===== src/rtl/spi_slave_if_if.sv =====
// Pin-side and bus-side signal bundle for the SPI responder.
// The slave modport is the responder's view; master is the driver/bus view.
interface spi_slave_if_if #(
  parameter int unsigned WIDTH = 8
);
  logic [1:0]       i_mode;
  logic             i_sclk;
  logic             i_cs_n;
  logic             i_mosi;
  logic             o_miso;
  logic             o_miso_oe;
  logic [WIDTH-1:0] i_tx_data;
  logic             i_tx_valid;
  logic             o_tx_ready;
  logic [WIDTH-1:0] o_rx_data;
  logic             o_rx_valid;
  logic             o_busy;

  modport slave (
    input  i_mode, i_sclk, i_cs_n, i_mosi, i_tx_data, i_tx_valid,
    output o_miso, o_miso_oe, o_tx_ready, o_rx_data, o_rx_valid, o_busy
  );

  modport master (
    output i_mode, i_sclk, i_cs_n, i_mosi, i_tx_data, i_tx_valid,
    input  o_miso, o_miso_oe, o_tx_ready, o_rx_data, o_rx_valid, o_busy
  );
endinterface


===== src/rtl/spi_slave_if.sv =====
// Oversampled SPI responder, all four CPOL/CPHA modes, MSB first, one-word TX buffer.
// Optional macro SPI_SLV_UNDERRUN_EN adds o_tx_underrun (pulse when DEFAULT_TX is loaded).
module spi_slave_if #(
  parameter int unsigned      WIDTH      = 8,
  parameter logic [WIDTH-1:0] DEFAULT_TX = WIDTH'(8'hFF)
) (
  input  logic           i_clk,
  input  logic           i_rst,
`ifdef SPI_SLV_UNDERRUN_EN
  output logic           o_tx_underrun,
`endif
  spi_slave_if_if.slave  bus
);

  localparam int unsigned CW = (WIDTH > 1) ? $clog2(WIDTH) : 1;

  typedef enum logic {IDLE, ACTIVE} state_e;

  logic [2:0] sclk_q;
  logic [2:0] cs_q;
  logic [1:0] mosi_q;
  logic       sclk_rise_q;
  logic       sclk_fall_q;
  logic       cs_fall_q;
  logic       cs_rise_q;

  state_e           state_q;
  logic [1:0]       mode_q;
  logic [WIDTH-1:0] tx_sh_q;
  logic [WIDTH-1:0] rx_sh_q;
  logic [CW-1:0]    cnt_q;
  logic [WIDTH-1:0] buf_q;
  logic             tx_ready_q;
  logic [WIDTH-1:0] rx_data_q;
  logic             rx_valid_q;
  logic             miso_q;
  logic             miso_oe_q;
  logic             busy_q;
`ifdef SPI_SLV_UNDERRUN_EN
  logic             underrun_q;
`endif

  logic             lead_c;
  logic             trail_c;
  logic             sample_c;
  logic             shift_c;
  logic             last_bit_c;
  logic             frame_start_c;
  logic             reload_c;
  logic             consume_c;
  logic             load_c;
  logic [WIDTH-1:0] tx_word_d;

  // Synchronisers plus registered edge pulses (pin to pulse = 3 cycles)
  always_ff @(posedge i_clk or negedge i_rst) begin
    if (!i_rst) begin
      sclk_q      <= '0;
      cs_q        <= '1;
      mosi_q      <= '0;
      sclk_rise_q <= 1'b0;
      sclk_fall_q <= 1'b0;
      cs_fall_q   <= 1'b0;
      cs_rise_q   <= 1'b0;
    end else begin
      sclk_q      <= {sclk_q[1:0], bus.i_sclk};
      cs_q        <= {cs_q[1:0], bus.i_cs_n};
      mosi_q      <= {mosi_q[0], bus.i_mosi};
      sclk_rise_q <= sclk_q[1] & ~sclk_q[2];
      sclk_fall_q <= ~sclk_q[1] & sclk_q[2];
      cs_fall_q   <= ~cs_q[1] & cs_q[2];
      cs_rise_q   <= cs_q[1] & ~cs_q[2];
    end
  end

  // Edge roles from the latched mode, and TX word selection
  always_comb begin
    lead_c        = mode_q[1] ? sclk_fall_q : sclk_rise_q;
    trail_c       = mode_q[1] ? sclk_rise_q : sclk_fall_q;
    sample_c      = mode_q[0] ? trail_c : lead_c;
    shift_c       = mode_q[0] ? lead_c : trail_c;
    last_bit_c    = (cnt_q == CW'(WIDTH - 1));
    frame_start_c = (state_q == IDLE) && cs_fall_q;
    reload_c      = (state_q == ACTIVE) && !cs_rise_q && sample_c && last_bit_c;
    consume_c     = frame_start_c || reload_c;
    load_c        = bus.i_tx_valid && tx_ready_q;
    tx_word_d     = tx_ready_q ? DEFAULT_TX : buf_q;
  end

  always_ff @(posedge i_clk or negedge i_rst) begin
    if (!i_rst) begin
      state_q    <= IDLE;
      mode_q     <= '0;
      tx_sh_q    <= '0;
      rx_sh_q    <= '0;
      cnt_q      <= '0;
      buf_q      <= '0;
      tx_ready_q <= 1'b1;
      rx_data_q  <= '0;
      rx_valid_q <= 1'b0;
      miso_q     <= 1'b0;
      miso_oe_q  <= 1'b0;
      busy_q     <= 1'b0;
`ifdef SPI_SLV_UNDERRUN_EN
      underrun_q <= 1'b0;
`endif
    end else begin
      rx_valid_q <= 1'b0;
`ifdef SPI_SLV_UNDERRUN_EN
      underrun_q <= consume_c && tx_ready_q;
`endif
      // A consume only frees a full buffer; a load only fills an empty one
      if (consume_c && !tx_ready_q) begin
        tx_ready_q <= 1'b1;
      end
      if (load_c) begin
        buf_q      <= bus.i_tx_data;
        tx_ready_q <= 1'b0;
      end

      case (state_q)
        IDLE: begin
          if (cs_fall_q) begin
            state_q   <= ACTIVE;
            mode_q    <= bus.i_mode;
            cnt_q     <= '0;
            rx_sh_q   <= '0;
            busy_q    <= 1'b1;
            miso_oe_q <= 1'b1;
            miso_q    <= tx_word_d[WIDTH-1];
            // tx_sh_q MSB is always the next bit to present on a shift edge
            tx_sh_q   <= bus.i_mode[0] ? tx_word_d : {tx_word_d[WIDTH-2:0], 1'b0};
          end
        end
        ACTIVE: begin
          if (cs_rise_q) begin
            state_q   <= IDLE;
            cnt_q     <= '0;
            busy_q    <= 1'b0;
            miso_oe_q <= 1'b0;
            miso_q    <= 1'b0;
          end else begin
            if (sample_c) begin
              if (last_bit_c) begin
                rx_data_q  <= {rx_sh_q[WIDTH-2:0], mosi_q[1]};
                rx_valid_q <= 1'b1;
                cnt_q      <= '0;
                tx_sh_q    <= tx_word_d;
              end else begin
                rx_sh_q <= {rx_sh_q[WIDTH-2:0], mosi_q[1]};
                cnt_q   <= cnt_q + CW'(1);
              end
            end
            if (shift_c) begin
              miso_q  <= tx_sh_q[WIDTH-1];
              tx_sh_q <= {tx_sh_q[WIDTH-2:0], 1'b0};
            end
          end
        end
        default: state_q <= IDLE;
      endcase
    end
  end

  assign bus.o_miso     = miso_q;
  assign bus.o_miso_oe  = miso_oe_q;
  assign bus.o_tx_ready = tx_ready_q;
  assign bus.o_rx_data  = rx_data_q;
  assign bus.o_rx_valid = rx_valid_q;
  assign bus.o_busy     = busy_q;
`ifdef SPI_SLV_UNDERRUN_EN
  assign o_tx_underrun  = underrun_q;
`endif

endmodule


===== src/flat_wrapper.sv =====
// flat-port wrapper written by rule: the top's interface ports become plain ports
module spi_slave_if_flat 
#(
  parameter int unsigned      WIDTH      = 8,
  parameter logic [WIDTH-1:0] DEFAULT_TX = WIDTH'(8'hFF)
)
  (i_clk, i_rst, bus_i_mode, bus_i_sclk, bus_i_cs_n, bus_i_mosi, bus_i_tx_data, bus_i_tx_valid, bus_o_miso, bus_o_miso_oe, bus_o_tx_ready, bus_o_rx_data, bus_o_rx_valid, bus_o_busy);
  spi_slave_if_if #(.WIDTH(WIDTH)) bus_i ();
  input  logic i_clk;
  input  logic i_rst;
  input wire logic [$bits(bus_i.i_mode)-1:0] bus_i_mode;
  input wire logic [$bits(bus_i.i_sclk)-1:0] bus_i_sclk;
  input wire logic [$bits(bus_i.i_cs_n)-1:0] bus_i_cs_n;
  input wire logic [$bits(bus_i.i_mosi)-1:0] bus_i_mosi;
  input wire logic [$bits(bus_i.i_tx_data)-1:0] bus_i_tx_data;
  input wire logic [$bits(bus_i.i_tx_valid)-1:0] bus_i_tx_valid;
  output wire logic [$bits(bus_i.o_miso)-1:0] bus_o_miso;
  output wire logic [$bits(bus_i.o_miso_oe)-1:0] bus_o_miso_oe;
  output wire logic [$bits(bus_i.o_tx_ready)-1:0] bus_o_tx_ready;
  output wire logic [$bits(bus_i.o_rx_data)-1:0] bus_o_rx_data;
  output wire logic [$bits(bus_i.o_rx_valid)-1:0] bus_o_rx_valid;
  output wire logic [$bits(bus_i.o_busy)-1:0] bus_o_busy;
  assign bus_i.i_mode = bus_i_mode;
  assign bus_i.i_sclk = bus_i_sclk;
  assign bus_i.i_cs_n = bus_i_cs_n;
  assign bus_i.i_mosi = bus_i_mosi;
  assign bus_i.i_tx_data = bus_i_tx_data;
  assign bus_i.i_tx_valid = bus_i_tx_valid;
  assign bus_o_miso = bus_i.o_miso;
  assign bus_o_miso_oe = bus_i.o_miso_oe;
  assign bus_o_tx_ready = bus_i.o_tx_ready;
  assign bus_o_rx_data = bus_i.o_rx_data;
  assign bus_o_rx_valid = bus_i.o_rx_valid;
  assign bus_o_busy = bus_i.o_busy;
  spi_slave_if #(.WIDTH(WIDTH), .DEFAULT_TX(DEFAULT_TX)) u_core (.i_clk(i_clk), .i_rst(i_rst), .bus(bus_i));
endmodule

===== config.mk =====
export PLATFORM = sky130hd
export DESIGN_NAME = spi_slave_if_flat
export DESIGN_NICKNAME = d
export VERILOG_FILES = /design/src/rtl/spi_slave_if_if.sv /design/src/rtl/spi_slave_if.sv /design/src/flat_wrapper.sv
export SDC_FILE = /design/constraint.sdc
export NUM_CORES = 1
export LEC_CHECK = 0
export CORE_MARGIN = 5
export CORE_UTILIZATION = 44
export CTS_BUF_LIST = sky130_fd_sc_hd__clkbuf_2
export DETAILED_ROUTE_END_ITERATION = 7
export GPL_TIMING_DRIVEN = 0
export PLACE_DENSITY = 0.65
export SETUP_SLACK_MARGIN = 0.02
export SLEW_MARGIN = 10
export SYNTH_ARGS = -nofsm -noshare
export SYNTH_HDL_FRONTEND = slang
export SYNTH_SLANG_ARGS = --single-unit

===== constraint.sdc =====
create_clock -name i_clk -period 2.2 [get_ports i_clk]
set_input_delay 0.44 -clock i_clk [delete_from_list [all_inputs] [get_ports i_clk]]
set_output_delay 0.44 -clock i_clk [all_outputs]
set_load 0.01 [all_outputs]

After elaboration in Yosys (flattened, before gate mapping):

Cells that the tools add are included.

* output and inout port bits: 13
* logic and storage cells: 94
* register bits after elaboration: 53

* $add $sub $neg: 1
* mux-type cells: 38
* reductions and logical operators: 17
* eq/ne operators: 10
* bitwise gates (word level): 10

Operators with widths (number)
* $mux W8: 7
* $mux W7: 4
* $mux W1: 17
* $pmux W8 S2: 1
* $pmux W7 S2: 1
* $mux W3: 4
* $reduce_and A4 Y1: 3
* $reduce_and A2 Y1: 4
* $logic_and A1 B1 Y1: 6
* $ne A2 B2 Y1 const B: 3
* $ne A3 B2 Y1 const B: 2
* $ne A3 B3 Y1 const B: 2
* $not A1 Y1: 6
* $pmux W1 S2: 3
* $pmux W3 S2: 1
* $and A1 B1 Y1: 4
* $ne A2 B1 Y1 const B: 2
* $add A3 B1 Y3 const B: 1
* $eq A3 B3 Y1 const B: 1
* $logic_not A1 Y1: 2
* $reduce_bool A2 Y1: 1
* $logic_or A1 B1 Y1: 1

Logic depth before layout (Yosys ltp):

* depth after elaboration: 8
* depth in mapped cells: 6
* mapped depth without buffers: 5

Worst setup path before layout:

Ideal clock, no wire load.

* kind: flip-flop to flip-flop
* start: register u_core.cnt_q[0]
* end: register u_core.tx_sh_q[0]
* setup time: 0.125 ns
* path slack: 0.197 ns
* arrival: 1.877 ns
* required time: 2.075 ns
* path buffers: 1
* period minus slack after synthesis: 2.003 ns
* stages on the path, launching flop included: 7
* cells stage by stage: dfrtp_1 > ha_1 > ha_1 > nor4_4 > or3_1 > buf_6 > mux2_4

* word-level cells in the longest chain between the ends: 3

Ends and longest elaborated chain
* start, declared: line spi_slave_if.sv:31 `logic [CW-1:0] cnt_q;`
* start signal, assigned: line spi_slave_if.sv:150 `cnt_q <= cnt_q + CW'(1);`
* $eq A3 B3 Y1: line spi_slave_if.sv:81 `last_bit_c = (cnt_q == CW'(WIDTH - 1));`
* $ne A3 B3 Y1 (no line)
* $reduce_and A4 Y1 (no line)
* end signal, assigned: line spi_slave_if.sv:131 `tx_sh_q <= bus.i_mode[0] ? tx_word_d : {tx_word_d[WIDTH-2:0], 1'b0};`
* end signal, assigned: line spi_slave_if.sv:147 `tx_sh_q <= tx_word_d;`
* end signal, assigned: line spi_slave_if.sv:155 `tx_sh_q <= {tx_sh_q[WIDTH-2:0], 1'b0};`
* end, declared: line spi_slave_if.sv:29 `logic [WIDTH-1:0] tx_sh_q;`

Every way passes these cells.
A chain may end at the register's enable or synchronous reset.

Final worst setup path:

Ends and elaborated chain as after synthesis.

==> flow_summary.ini <==
[floorplan]
core_area_um2 = 5470
initial_core_util_pct = 45.0
fp.dieW_um = 84.8
die_area_um2 = 7190
die_h_um = 84.8
num_rows = 27
io_pins = 29

[global_route]
antenna_found_initial = 0
grt_max_degree = 34
first_global_vias = 1594
track_usage_pct = 13.3
grt_pass1_wl_um = 7670
grt-ovfl-total = 0

[routing]
route.vias.total = 1558
routed_wl_um = 4270
drt-initial-drc-count = 69
first_pass_iters = 4
ant_nets = 0
drc_errors = 0
drt-vias-per-instance = 5.09
wl_per_cell_um = 13.9

[timing]
finalMaxSlewViolations = 0
worst-slew-pin-transition_ns = 0.785
fin_hold_ws_ns = 0.0248
worst_slack_ns = 0.179
grt_setup_unrepaired = no
hold_viol_final = 0
final.setup_skew_ns = 0.0187
slew_headroom_pct = 47.7
period_minus_slack_ns = 2.02
max_freq_mhz = 495
min_period_over_period_pct = 91.9
final-setup-viol-count = 0

[clock_network]
clk_latency_ns = 0.43
htreeDepth = 2
holdBufCountCts = 0
clk_pin_slew_worst_paths_ns = 0.27
clock-sinks = 53
clk_path_buf_depth = 2
cts_tree = built
cts_buffers = 5
cts-root-buf = clkbuf_2

[place]
dp.cells = 294
dp_worst_setup_slack_ns = 0.0205
gp_congestion = 0.743
dpl_cell_area_um2 = 2850
io_buffers = 28
hpwlAfterDp_um = 3120

[synth]
synth.cell_area_um2 = 2460
yosys-mux-area-fraction_pct = 16.4
synth_edf_count = 0
synth-adder-area-share_pct = 1.02
syn_avg_cell_area_um2 = 12.8
synthXorXnorAreaFrac_pct = 0.661
ys_types = 33
syn-num-nets = 211
synth_compound_area_share_pct = 9.56
synthArstFlopShare_pct = 100
synth_top_family_by_area = multiplexers
ys_seq_area_share_pct = 54.1
yosys.area_share.simple_pct = 15.0
synth_ff_type = dfrtp_1
ys_ff_latch = 53
yosysWarningCount = 0
syn_inst = 193

[power_and_ir_drop]
seqPwrFrac_pct = 48.2
intPower_mw = 1.93
max-vdd-ir-drop_uv = 565
comb_power_share_pct = 34.0
swShare_pct = 31.7
p_leak_nw = 1.29
p_switching_uw = 897
p_clk_share_pct = 17.8
p_per_area_nw_per_um2 = 959

[setup_path]
worst_r2r_endpoint = u_core.tx_sh_q[0]
worst-r2r-cell-count = 6
regToRegStartpoint = u_core.cnt_q[0]
cp.arrival_ns = 2.38
cp.required_ns = 2.56
worstSetupPathType = reg -> reg
setup.worst_path.start_class = register
r2r_slack_ns = 0.18
setup.worst_path.end_class = register
crit_fanout = 8

[final_layout]
diodes = 0
finalInstanceArea_um2 = 2950
area_delta_synth_final_pct = 20.0
drive_gt1_share_pct = 26.1
final.fill_count = 487
nets = 251
layout.cells.non_filler = 306

[job]
max_cap_viol_count = 0

[outcome]
outcome = completed

[worst_hold_path]
worst_hold_path_type = in -> async
==> sequential cells by signal, indices dropped and copies added (netlist names), 2 cells and up <==
register and flops:
u_core.buf_q 8, u_core.sclk_q 3, u_core.cnt_q 3, u_core.mosi_q 2, u_core.mode_q 2, u_core.cs_q 3
u_core.tx_sh_q 8, u_core.rx_sh_q 7, u_core.bus.o_rx_data 8
==> area by class of cell <==
cell class              instances  area [um2]  share of cell area (%)
plain buffers                   9        56.3                    1.91
flip-flops and latches         53        1330                    45.1
well taps                      72        90.1                    3.05
clock inverters                 3        43.8                    1.48
multi-input cells             125        1050                    35.6
clock buffers                   5        25.0                   0.847
inverters                       6        22.5                   0.763
repair buffers                 33         333                    11.3
==> power groups by stage <==
stage          Sequential (mW)  Clock, mW  Combinational [mW]
2_1_floorplan             1.35          0               0.700
3_3_place_gp              1.38          0               0.915
3_5_place_dp              1.39          0               0.930
4_1_cts                   1.37      0.527               0.933
5_1_grt                   1.40      0.567                1.07
6_report                  1.36      0.505               0.961
==> cell usage after synthesis (2+ instances only) <==
cell	number	area share, %
or3b_2	7	2.5
mux2i_1	13	5.3
inv_1	6	0.92
o22ai_1	4	1.0
mux2_4	4	2.4
a211oi_1	7	2.1
mux2_2	19	8.7
o31ai_1	14	4.3
a22o_1	2	0.71
nand2b_1	8	2.0
buf_4	2	0.61
ha_1	2	1.0
buf_6	2	0.92
clkbuf_1	5	0.76
dfrtp_1	49	50
nand2_1	13	2.0
nor2_1	6	0.92
or2_2	2	0.51
dfstp_2	4	4.3
nor2b_1	11	2.8
==> through the flow <==
step | setup TNS [ns] | power (mW) | util [%]
2_1_floorplan | 0 | 2.05 | -
3_3_place_gp | -44.50 | 2.29 | 51.7
3_5_place_dp | 0 | 2.32 | 52.1
4_1_cts | 0 | 2.83 | 53.4
5_1_grt | 0 | 3.04 | 54.0
6_report | 0 | 2.83 | 54.0
==> metal layers <==
layer	up-vias	GRT usage (%)	wire, um
met5	-	0	0
met4	0	3.88	57
met3	6	3.63	188
met2	27	19.3	1850
met1	762	19.3	2170
li1	763	-	-
==> cell usage in the layout (no fill, tap or decap), types with 2 or more instances in the layout <==
master | Yosys | layout
or2_2 | 2 | 2
mux2_2 | 19 | 19
inv_1 | 6 | 6
a22o_1 | 2 | 2
nand2_1 | 13 | 13
dfstp_2 | 4 | 4
o31ai_1 | 14 | 14
nand2b_1 | 8 | 8
or3b_2 | 7 | 7
a211oi_1 | 7 | 7
clkdlybuf4s50_1 | 0 | 27
nor2_1 | 6 | 6
dfrtp_1 | 49 | 49
clkbuf_1 | 5 | 5
mux2i_1 | 13 | 13
mux2_4 | 4 | 4
buf_4 | 2 | 6
buf_6 | 2 | 2
nor2b_1 | 11 | 11
clkbuf_2 | 0 | 5
o22ai_1 | 4 | 4
ha_1 | 2 | 2
==> logic make-up after synthesis <==
kind of cell	Yosys count
muxes	36
adders and majority gates	2
xor gates and xnor gates	1
DFF	53
buffers and inverters	15
AOI/OAI and AO/OA	31
and+or+nand+nor	55
==> timing repair <==
action,4_1_cts,5_1_grt
resized for setup,0,0
setup endpoints to repair,1,1
buffers inserted,0,4
pin swaps,2,2
==> worst max-delay path by stage <==
stage / cells past startpoint / from / slack [ns] / end
2_1_floorplan: 6 / u_core.cnt_q[0] / 0.20 / u_core.tx_sh_q[0]
3_3_place_gp: 1 / i_rst / -0.88 / u_core.tx_sh_q[0]
3_5_place_dp: 6 / u_core.cnt_q[0] / 0.02 / u_core.tx_sh_q[0]
4_1_cts: 6 / u_core.cnt_q[0] / 0.03 / u_core.tx_sh_q[0]
5_1_grt: 6 / u_core.cnt_q[0] / 0.05 / u_core.tx_sh_q[0]
6_report: 6 / u_core.cnt_q[0] / 0.18 / u_core.tx_sh_q[0]
==> critical path: stages (launching register included) <==
cell,delay [ns]
dfrtp_1,0.45
ha_1,0.20
ha_1,0.32
nor4b_4,0.38
or3_1,0.17
buf_6,0.13
mux2_4,0.29
No activity file was read; power rests on OpenSTA's default activity.
